## src/rtl/alu1_scoreboard_fifo_if.sv

```systemverilog
// Issue/response tap bundle for alu1_scoreboard_fifo: the issue side is tapped at
// the ALU1 DUT input, the response side at the DUT output.
interface alu1_scoreboard_fifo_if #(
  parameter int WIDTH = 64
);
  logic             issue_valid;
  logic [3:0]       issue_op;
  logic [WIDTH-1:0] issue_in1;
  logic [WIDTH-1:0] issue_in2;
  logic             resp_valid;
  logic [WIDTH-1:0] resp_data;

  modport master (
    output issue_valid, issue_op, issue_in1, issue_in2,
    output resp_valid, resp_data
  );

  modport slave (
    input issue_valid, issue_op, issue_in1, issue_in2,
    input resp_valid, resp_data
  );
endinterface

```

## src/rtl/alu1_scoreboard_fifo.sv

```systemverilog
// In-order ALU1 result checker: expected results are queued at issue and compared at response.
// Optional first-mismatch capture is enabled by defining ALU1_SB_CAPTURE_EN.
module alu1_scoreboard_fifo #(
  parameter int WIDTH = 64,
  parameter int DEPTH = 8,
  parameter int CNT_W = 32
) (
  input  logic                     clk,
  input  logic                     rst,
  alu1_scoreboard_fifo_if.slave    bus,
  output logic [$clog2(DEPTH):0]   pending,
  output logic                     full,
  output logic                     empty,
  output logic [CNT_W-1:0]         pass_count,
  output logic [CNT_W-1:0]         fail_count,
  output logic                     mismatch,
  output logic                     overflow,
  output logic                     underflow,
  output logic                     bad_op,
  output logic [3:0]               err_op,
  output logic [WIDTH-1:0]         err_expected,
  output logic [WIDTH-1:0]         err_actual
);

  localparam int PTR_W  = $clog2(DEPTH);
  localparam int PEND_W = PTR_W + 1;

  localparam logic [3:0] OP_TRANSFER   = 4'd0;
  localparam logic [3:0] OP_INC        = 4'd1;
  localparam logic [3:0] OP_ADD        = 4'd2;
  localparam logic [3:0] OP_ADD_PLUS1  = 4'd3;
  localparam logic [3:0] OP_SUB_MINUS1 = 4'd4;
  localparam logic [3:0] OP_SUB        = 4'd5;
  localparam logic [3:0] OP_DEC        = 4'd6;
  localparam logic [3:0] OP_TRANSFER2  = 4'd7;
  localparam logic [3:0] OP_AND        = 4'd8;
  localparam logic [3:0] OP_OR         = 4'd9;
  localparam logic [3:0] OP_XOR        = 4'd10;
  localparam logic [3:0] OP_NOT        = 4'd11;

`ifdef ALU1_SB_CAPTURE_EN
  localparam int ENTRY_W = WIDTH + 4;
`else
  localparam int ENTRY_W = WIDTH;
`endif

  logic [ENTRY_W-1:0] mem [DEPTH];
  logic [PTR_W-1:0]   wr_ptr;
  logic [PTR_W-1:0]   rd_ptr;
  logic [WIDTH-1:0]   expected;
  logic [ENTRY_W-1:0] entry_in;
  logic [ENTRY_W-1:0] head;
  logic [WIDTH-1:0]   head_exp;
  logic               op_legal;
  logic               non_empty;
  logic               push;
  logic               pop;
  logic               match;

  always_comb begin
    expected = bus.issue_in1;
    case (bus.issue_op)
      OP_TRANSFER,
      OP_TRANSFER2:  expected = bus.issue_in1;
      OP_INC:        expected = bus.issue_in1 + WIDTH'(1);
      OP_ADD:        expected = bus.issue_in1 + bus.issue_in2;
      OP_ADD_PLUS1:  expected = bus.issue_in1 + bus.issue_in2 + WIDTH'(1);
      OP_SUB_MINUS1: expected = bus.issue_in1 - bus.issue_in2 - WIDTH'(1);
      OP_SUB:        expected = bus.issue_in1 - bus.issue_in2;
      OP_DEC:        expected = bus.issue_in1 - WIDTH'(1);
      OP_AND:        expected = bus.issue_in1 & bus.issue_in2;
      OP_OR:         expected = bus.issue_in1 | bus.issue_in2;
      OP_XOR:        expected = bus.issue_in1 ^ bus.issue_in2;
      OP_NOT:        expected = ~bus.issue_in1;
      default:       expected = bus.issue_in1;
    endcase
  end

`ifdef ALU1_SB_CAPTURE_EN
  assign entry_in = {bus.issue_op, expected};
`else
  assign entry_in = expected;
`endif

  assign op_legal  = (bus.issue_op < 4'd12);
  assign full      = (pending == PEND_W'(DEPTH));
  assign empty     = (pending == '0);
  assign non_empty = !empty;
  assign head      = mem[rd_ptr];
  assign head_exp  = head[WIDTH-1:0];
  assign match     = (head_exp == bus.resp_data);

  // No bypass: a response on an empty FIFO never sees the same-cycle push.
  assign pop  = bus.resp_valid && non_empty;
  assign push = bus.issue_valid && op_legal && (!full || pop);

  always_ff @(posedge clk) begin
    if (push) mem[wr_ptr] <= entry_in;
  end

  always_ff @(posedge clk) begin
    if (rst) begin
      wr_ptr     <= '0;
      rd_ptr     <= '0;
      pending    <= '0;
      pass_count <= '0;
      fail_count <= '0;
      mismatch   <= 1'b0;
      overflow   <= 1'b0;
      underflow  <= 1'b0;
      bad_op     <= 1'b0;
    end else begin
      if (push) wr_ptr <= wr_ptr + PTR_W'(1);
      if (pop)  rd_ptr <= rd_ptr + PTR_W'(1);
      case ({push, pop})
        2'b10:   pending <= pending + PEND_W'(1);
        2'b01:   pending <= pending - PEND_W'(1);
        default: pending <= pending;
      endcase
      mismatch <= pop && !match;
      if (pop && match && (pass_count != '1))  pass_count <= pass_count + CNT_W'(1);
      if (pop && !match && (fail_count != '1)) fail_count <= fail_count + CNT_W'(1);
      if (bus.issue_valid && !op_legal)                  bad_op    <= 1'b1;
      if (bus.issue_valid && op_legal && full && !pop)   overflow  <= 1'b1;
      if (bus.resp_valid && !non_empty)                  underflow <= 1'b1;
    end
  end

`ifdef ALU1_SB_CAPTURE_EN
  logic captured;

  always_ff @(posedge clk) begin
    if (rst) begin
      captured     <= 1'b0;
      err_op       <= '0;
      err_expected <= '0;
      err_actual   <= '0;
    end else if (pop && !match && !captured) begin
      captured     <= 1'b1;
      err_op       <= head[ENTRY_W-1:WIDTH];
      err_expected <= head_exp;
      err_actual   <= bus.resp_data;
    end
  end
`else
  assign err_op       = '0;
  assign err_expected = '0;
  assign err_actual   = '0;
`endif

endmodule

```

## src/flat_wrapper.sv

```systemverilog
// flat-port wrapper written by rule: the top's interface ports become plain ports
module alu1_scoreboard_fifo_flat 
#(
  parameter int WIDTH = 64,
  parameter int DEPTH = 8,
  parameter int CNT_W = 32
)
  (clk, rst, pending, full, empty, pass_count, fail_count, mismatch, overflow, underflow, bad_op, err_op, err_expected, err_actual, bus_issue_valid, bus_issue_op, bus_issue_in1, bus_issue_in2, bus_resp_valid, bus_resp_data);
  alu1_scoreboard_fifo_if #(.WIDTH(WIDTH)) bus_i ();
  input  logic clk;
  input  logic rst;
  output logic [$clog2(DEPTH):0] pending;
  output logic full;
  output logic empty;
  output logic [CNT_W-1:0] pass_count;
  output logic [CNT_W-1:0] fail_count;
  output logic mismatch;
  output logic overflow;
  output logic underflow;
  output logic bad_op;
  output logic [3:0] err_op;
  output logic [WIDTH-1:0] err_expected;
  output logic [WIDTH-1:0] err_actual;
  input wire logic [$bits(bus_i.issue_valid)-1:0] bus_issue_valid;
  input wire logic [$bits(bus_i.issue_op)-1:0] bus_issue_op;
  input wire logic [$bits(bus_i.issue_in1)-1:0] bus_issue_in1;
  input wire logic [$bits(bus_i.issue_in2)-1:0] bus_issue_in2;
  input wire logic [$bits(bus_i.resp_valid)-1:0] bus_resp_valid;
  input wire logic [$bits(bus_i.resp_data)-1:0] bus_resp_data;
  assign bus_i.issue_valid = bus_issue_valid;
  assign bus_i.issue_op = bus_issue_op;
  assign bus_i.issue_in1 = bus_issue_in1;
  assign bus_i.issue_in2 = bus_issue_in2;
  assign bus_i.resp_valid = bus_resp_valid;
  assign bus_i.resp_data = bus_resp_data;
  alu1_scoreboard_fifo #(.WIDTH(WIDTH), .DEPTH(DEPTH), .CNT_W(CNT_W)) u_core (.clk(clk), .rst(rst), .bus(bus_i), .pending(pending), .full(full), .empty(empty), .pass_count(pass_count), .fail_count(fail_count), .mismatch(mismatch), .overflow(overflow), .underflow(underflow), .bad_op(bad_op), .err_op(err_op), .err_expected(err_expected), .err_actual(err_actual));
endmodule
```

## config.mk

```make
export PLATFORM = sky130hd
export DESIGN_NAME = alu1_scoreboard_fifo_flat
export DESIGN_NICKNAME = d
export VERILOG_FILES = /design/src/rtl/alu1_scoreboard_fifo_if.sv /design/src/rtl/alu1_scoreboard_fifo.sv /design/src/flat_wrapper.sv
export SDC_FILE = /design/constraint.sdc
export NUM_CORES = 1
export LEC_CHECK = 0
export CAP_MARGIN = 20
export CORE_MARGIN = 4
export CORE_UTILIZATION = 50
export CTS_CLUSTER_DIAMETER = 40
export CTS_CLUSTER_SIZE = 8
export DETAILED_ROUTE_END_ITERATION = 16
export DONT_BUFFER_PORTS = 1
export PLACE_DENSITY = 0.69
export SLEW_MARGIN = 5
export SYNTH_ARGS = -nofsm -noshare
export SYNTH_HDL_FRONTEND = slang
export SYNTH_SLANG_ARGS = --single-unit
```

## constraint.sdc

```tcl
create_clock -name clk -period 11.05 [get_ports clk]
set_clock_uncertainty 0.2 [all_clocks]
set_input_delay 2.21 -clock clk [delete_from_list [all_inputs] [get_ports clk]]
set_output_delay 2.21 -clock clk [all_outputs]
set_load 0.005 [all_outputs]
```

==> flow_metrics.py <==
metrics = {
    "clock_network": {
        "tritoncts": "done",
        "cts_resized": 0,
        "post-cts-setup-buffers": 0,
        "cts_buffer_depth": 3,
        "insertion_delay_ns": 0.62,
        "clkTransAtPathRegs_ns": 0.05,
        "cts_buffers": 85,
        "clkSinkCount": 593,
        "cts_root_buffer": "clkbuf_16",
        "ctsHtreeMaxLevel": 3,
        "cts_hold_buf": 0,
    },
    "finish": {
        "final_nets": 4931,
        "regArea_um2": 17000,
        "syn_to_final_growth_pct": 7.23,
        "n_fill_cell": 7871,
        "multiInputGateArea_um2": 25400,
        "drive_gt1_share_pct": 8.89,
    },
    "floorplan": {
        "core-area_um2": 88400,
        "num_rows": 109,
        "die_area_um2": 93900,
        "die_height_um": 306,
        "die-width_um": 306,
        "initial_core_util_pct": 50.4,
        "pin_count": 406,
    },
    "setup_path": {
        "r2r_end": "u_core.pass_count[29]",
        "path_cells": "inv_1, ha_1, nand2_1, nor3_1, o211ai_1, o21ai_2, xnor2_1, a2111oi_1, nand4_1, or4_1, or4_1, nor2_1, xnor2_1, o221ai_1, a21boi_0",
        "setup.worst_path.class": "input port to register",
        "required_ns": 11.13,
        "crit_fanout": 16,
        "crit_path_end_kind": "register",
        "r2r_cells": 15,
        "crit_path_start_kind": "input port",
        "slowest_stage": "or4_1",
        "r2r_setup_slack_ns": 4.29,
        "critPathMaxStageDelay_ns": 0.77,
        "critPathArrivalTime_ns": 8.57,
    },
    "detailed_routing": {
        "drt-pass1-iter-count": 6,
        "viasPerCell": 6.71,
        "route.vias.total": 38000,
        "wl_per_cell_um": 28.5,
        "wirelength_um": 161000,
        "drtIter0Drc": 4595,
        "postRouteAntennaNets": 0,
        "drc_errors": 0,
    },
    "placed_design": {
        "dpl_worst_slack_ns": 2.29,
        "io_buffers": 0,
        "dp_hpwl_um": 122000,
        "gp_congestion": 1.05,
    },
    "worst_hold_path": {
        "hp-class": "register to register",
        "min_from": "u_core.rd_ptr[1]",
        "hold_depth": 2,
    },
    "sta": {
        "fin_crit_sh_pct": 76.9,
        "fmax_mhz": 118,
        "setup_viol": 0,
        "setup_tns_ns": 0,
        "max_slew.worst_pin.slew_ns": 1.19,
        "finalHoldViolations": 0,
        "worst_slack_ns": 2.56,
        "period_needed_ns": 8.49,
        "drv_slew": 0,
        "timing.max_slew.rel_slack_pct": 20.4,
        "rsz0062_at_grt": "no",
    },
    "yosys": {
        "synth-edff-count": 512,
        "synth.area.top_cells": "edfxtp_1 35%, ha_1 7.3%, mux4_2 6.5%",
        "async_flop_share_pct": 0,
        "seq_area_frac_synth_pct": 38.2,
        "avgSynthCellArea_um2": 9.87,
        "ys_types": 112,
        "yosysTopAreaCellShare_pct": 34.5,
        "syn_inst": 4513,
        "ys_ff_latch": 593,
        "synthesis.area_um2": 44500,
        "ys.flop_type": "edfxtp_1",
        "yosysTopAreaCell": "edfxtp_1",
        "ys_warn_count": 0,
    },
    "run": {
        "drv_cap": 0,
    },
    "power_and_ir_drop": {
        "power_density_nw_per_um2": 154,
        "leakage_uw": 0.0169,
        "vdd_ir_drop_max_mv": 0.115,
    },
    "grt": {
        "grt.total_usage_pct": 33.0,
        "antenna_found_initial": 9,
        "grt-ovfl-total": 0,
        "grt_pass1_wl_um": 235000,
        "grt_pass1_vias": 36200,
        "grt_max_degree": 80,
    },
    "run_status": {
        "outcome": "finished clean",
    },
}
-- cells in the final DEF (no fill, tap or decap), drive strengths merged, types with 29 or more instances in the layout --
cell type / Yosys / final
o31ai: 67 / 67
conb: 1 / 132
and3: 46 / 46
o211ai: 34 / 34
xor2: 106 / 106
nand3: 104 / 104
nand4: 86 / 86
or3: 33 / 33
a31oi: 33 / 33
edfxtp: 512 / 512
and2: 29 / 29
mux4: 128 / 128
o221ai: 48 / 48
nand2b: 30 / 30
dfxtp: 81 / 81
nor2: 323 / 323
a21oi: 395 / 395
mux2i: 77 / 77
nor3: 97 / 97
nand2: 318 / 318
ha: 261 / 261
o21ai: 200 / 200
a221oi: 65 / 65
xnor2: 282 / 282
nor4: 94 / 94
inv: 235 / 237
buf: 198 / 79
clkbuf: 148 / 98
a21o: 58 / 58
nor2b: 35 / 35
o21bai: 34 / 34
-- kinds of logic after synthesis --
| family | share of synthesized area (%) |
|---|---|
| buffers and inverters | 6.17 |
| AOI/OAI and AO/OA | 17.8 |
| DFF | 38.2 |
| and+or+nand+nor | 14.4 |
| other | 0.00842 |
| xor gates and xnor gates | 7.71 |
| muxes | 8.26 |
| adders and majority gates | 7.51 |
-- power by group --
part           internal (uW)  switching [uW]  leakage (uW)  total [uW]
Sequential              2610            70.7       0.00531        2680
Clock                   1380             909       0.00114        2290
Combinational            923            1480        0.0104        2400
-- final cells by class --
cell class                      count  share of cell area [%]
Multi-Input combinational cell   3468                    53.2
Sequential cell                   593                    35.6
Clock buffer                       96                    4.54
Tap cell                         1165                    3.05
Inverter                          237                    1.86
Timing Repair Buffer               81                    1.30
Clock inverter                     11                   0.364
Antenna cell                       11                  0.0577
-- registers in the layout (all words and copies together) (netlist names), named ones only --
name	flops
u_core.pass_count	32
u_core.bad_op	1
u_core.mem	512
u_core.overflow	1
u_core.mismatch	1
u_core.rd_ptr	3
u_core.wr_ptr	3
u_core.underflow	1
u_core.fail_count	32
u_core.pending	4
-- synth_stat cells (all sizes together), types with 24 or more instances --
master   count
a211oi      24
or3         33
a31oi       33
edfxtp     512
o221ai      48
inv        235
o31ai       67
buf        198
nand3      104
o22ai       26
xnor2      282
a221oi      65
nor4        94
mux4       128
a21o        58
nand2b      30
o21ai      200
nand2      318
xor2       106
o211ai      34
nor2b       35
and2        29
nand4       86
clkbuf     148
nor2       323
a21oi      395
ha         261
dfxtp       81
and3        46
mux2i       77
o2111ai     26
o21bai      34
nor3        97
-- worst max-delay path by stage --
stage | startpoint | end | slack, ns | cells past startpoint
after global placement | bus_issue_in2[18] | u_core.mem[4][52] | 2.28 | 15
final | bus_issue_in2[19] | u_core.mem[6][46] | 2.56 | 15
after CTS | bus_issue_in2[19] | u_core.mem[1][52] | 2.92 | 15
after floorplan | bus_issue_op[2] | u_core.mem[0][0] | 1.32 | 5
after global routing | bus_issue_in2[19] | u_core.mem[6][46] | 2.31 | 15
after detailed placement | bus_issue_in2[19] | u_core.mem[1][46] | 2.29 | 15
-- worst max-delay path, delay by kind of cell --
family	cells	cell delay [ns]
xor+xnor	2	0.34
buf+inv	1	0.05
compound gates	5	2.36
simple gates	6	2.95
fa+ha+maj	1	0.64
-- layer usage --
metal | track usage [%] | part of all wire [%] | up-vias
li1 | - | - | 16700
met1 | 41.9 | 38 | 18600
met2 | 53.5 | 46 | 2199
met3 | 8.00 | 11 | 459
met4 | 15.3 | 5.7 | 2
met5 | 0 | 0.0093 | -
-- stage by stage --
stage | instances | cell area [um^2] | hold slack (ns) | power (uW) | utilization, %
finish | 5662 | 47700 | 0.257 | 7370 | 54.0
global route | 5651 | 47700 | 0.303 | 7670 | 54.0
CTS | 5642 | 47600 | 0.259 | 7350 | 53.9
detailed placement | 5535 | 45300 | 0.252 | 5060 | 51.3
global placement | 5533 | 45300 | 0.256 | 5030 | 51.2
floorplan | 4644 | 45000 | 0.254 | 4440 | -
Note: power is estimated with default switching activity, not from simulation.
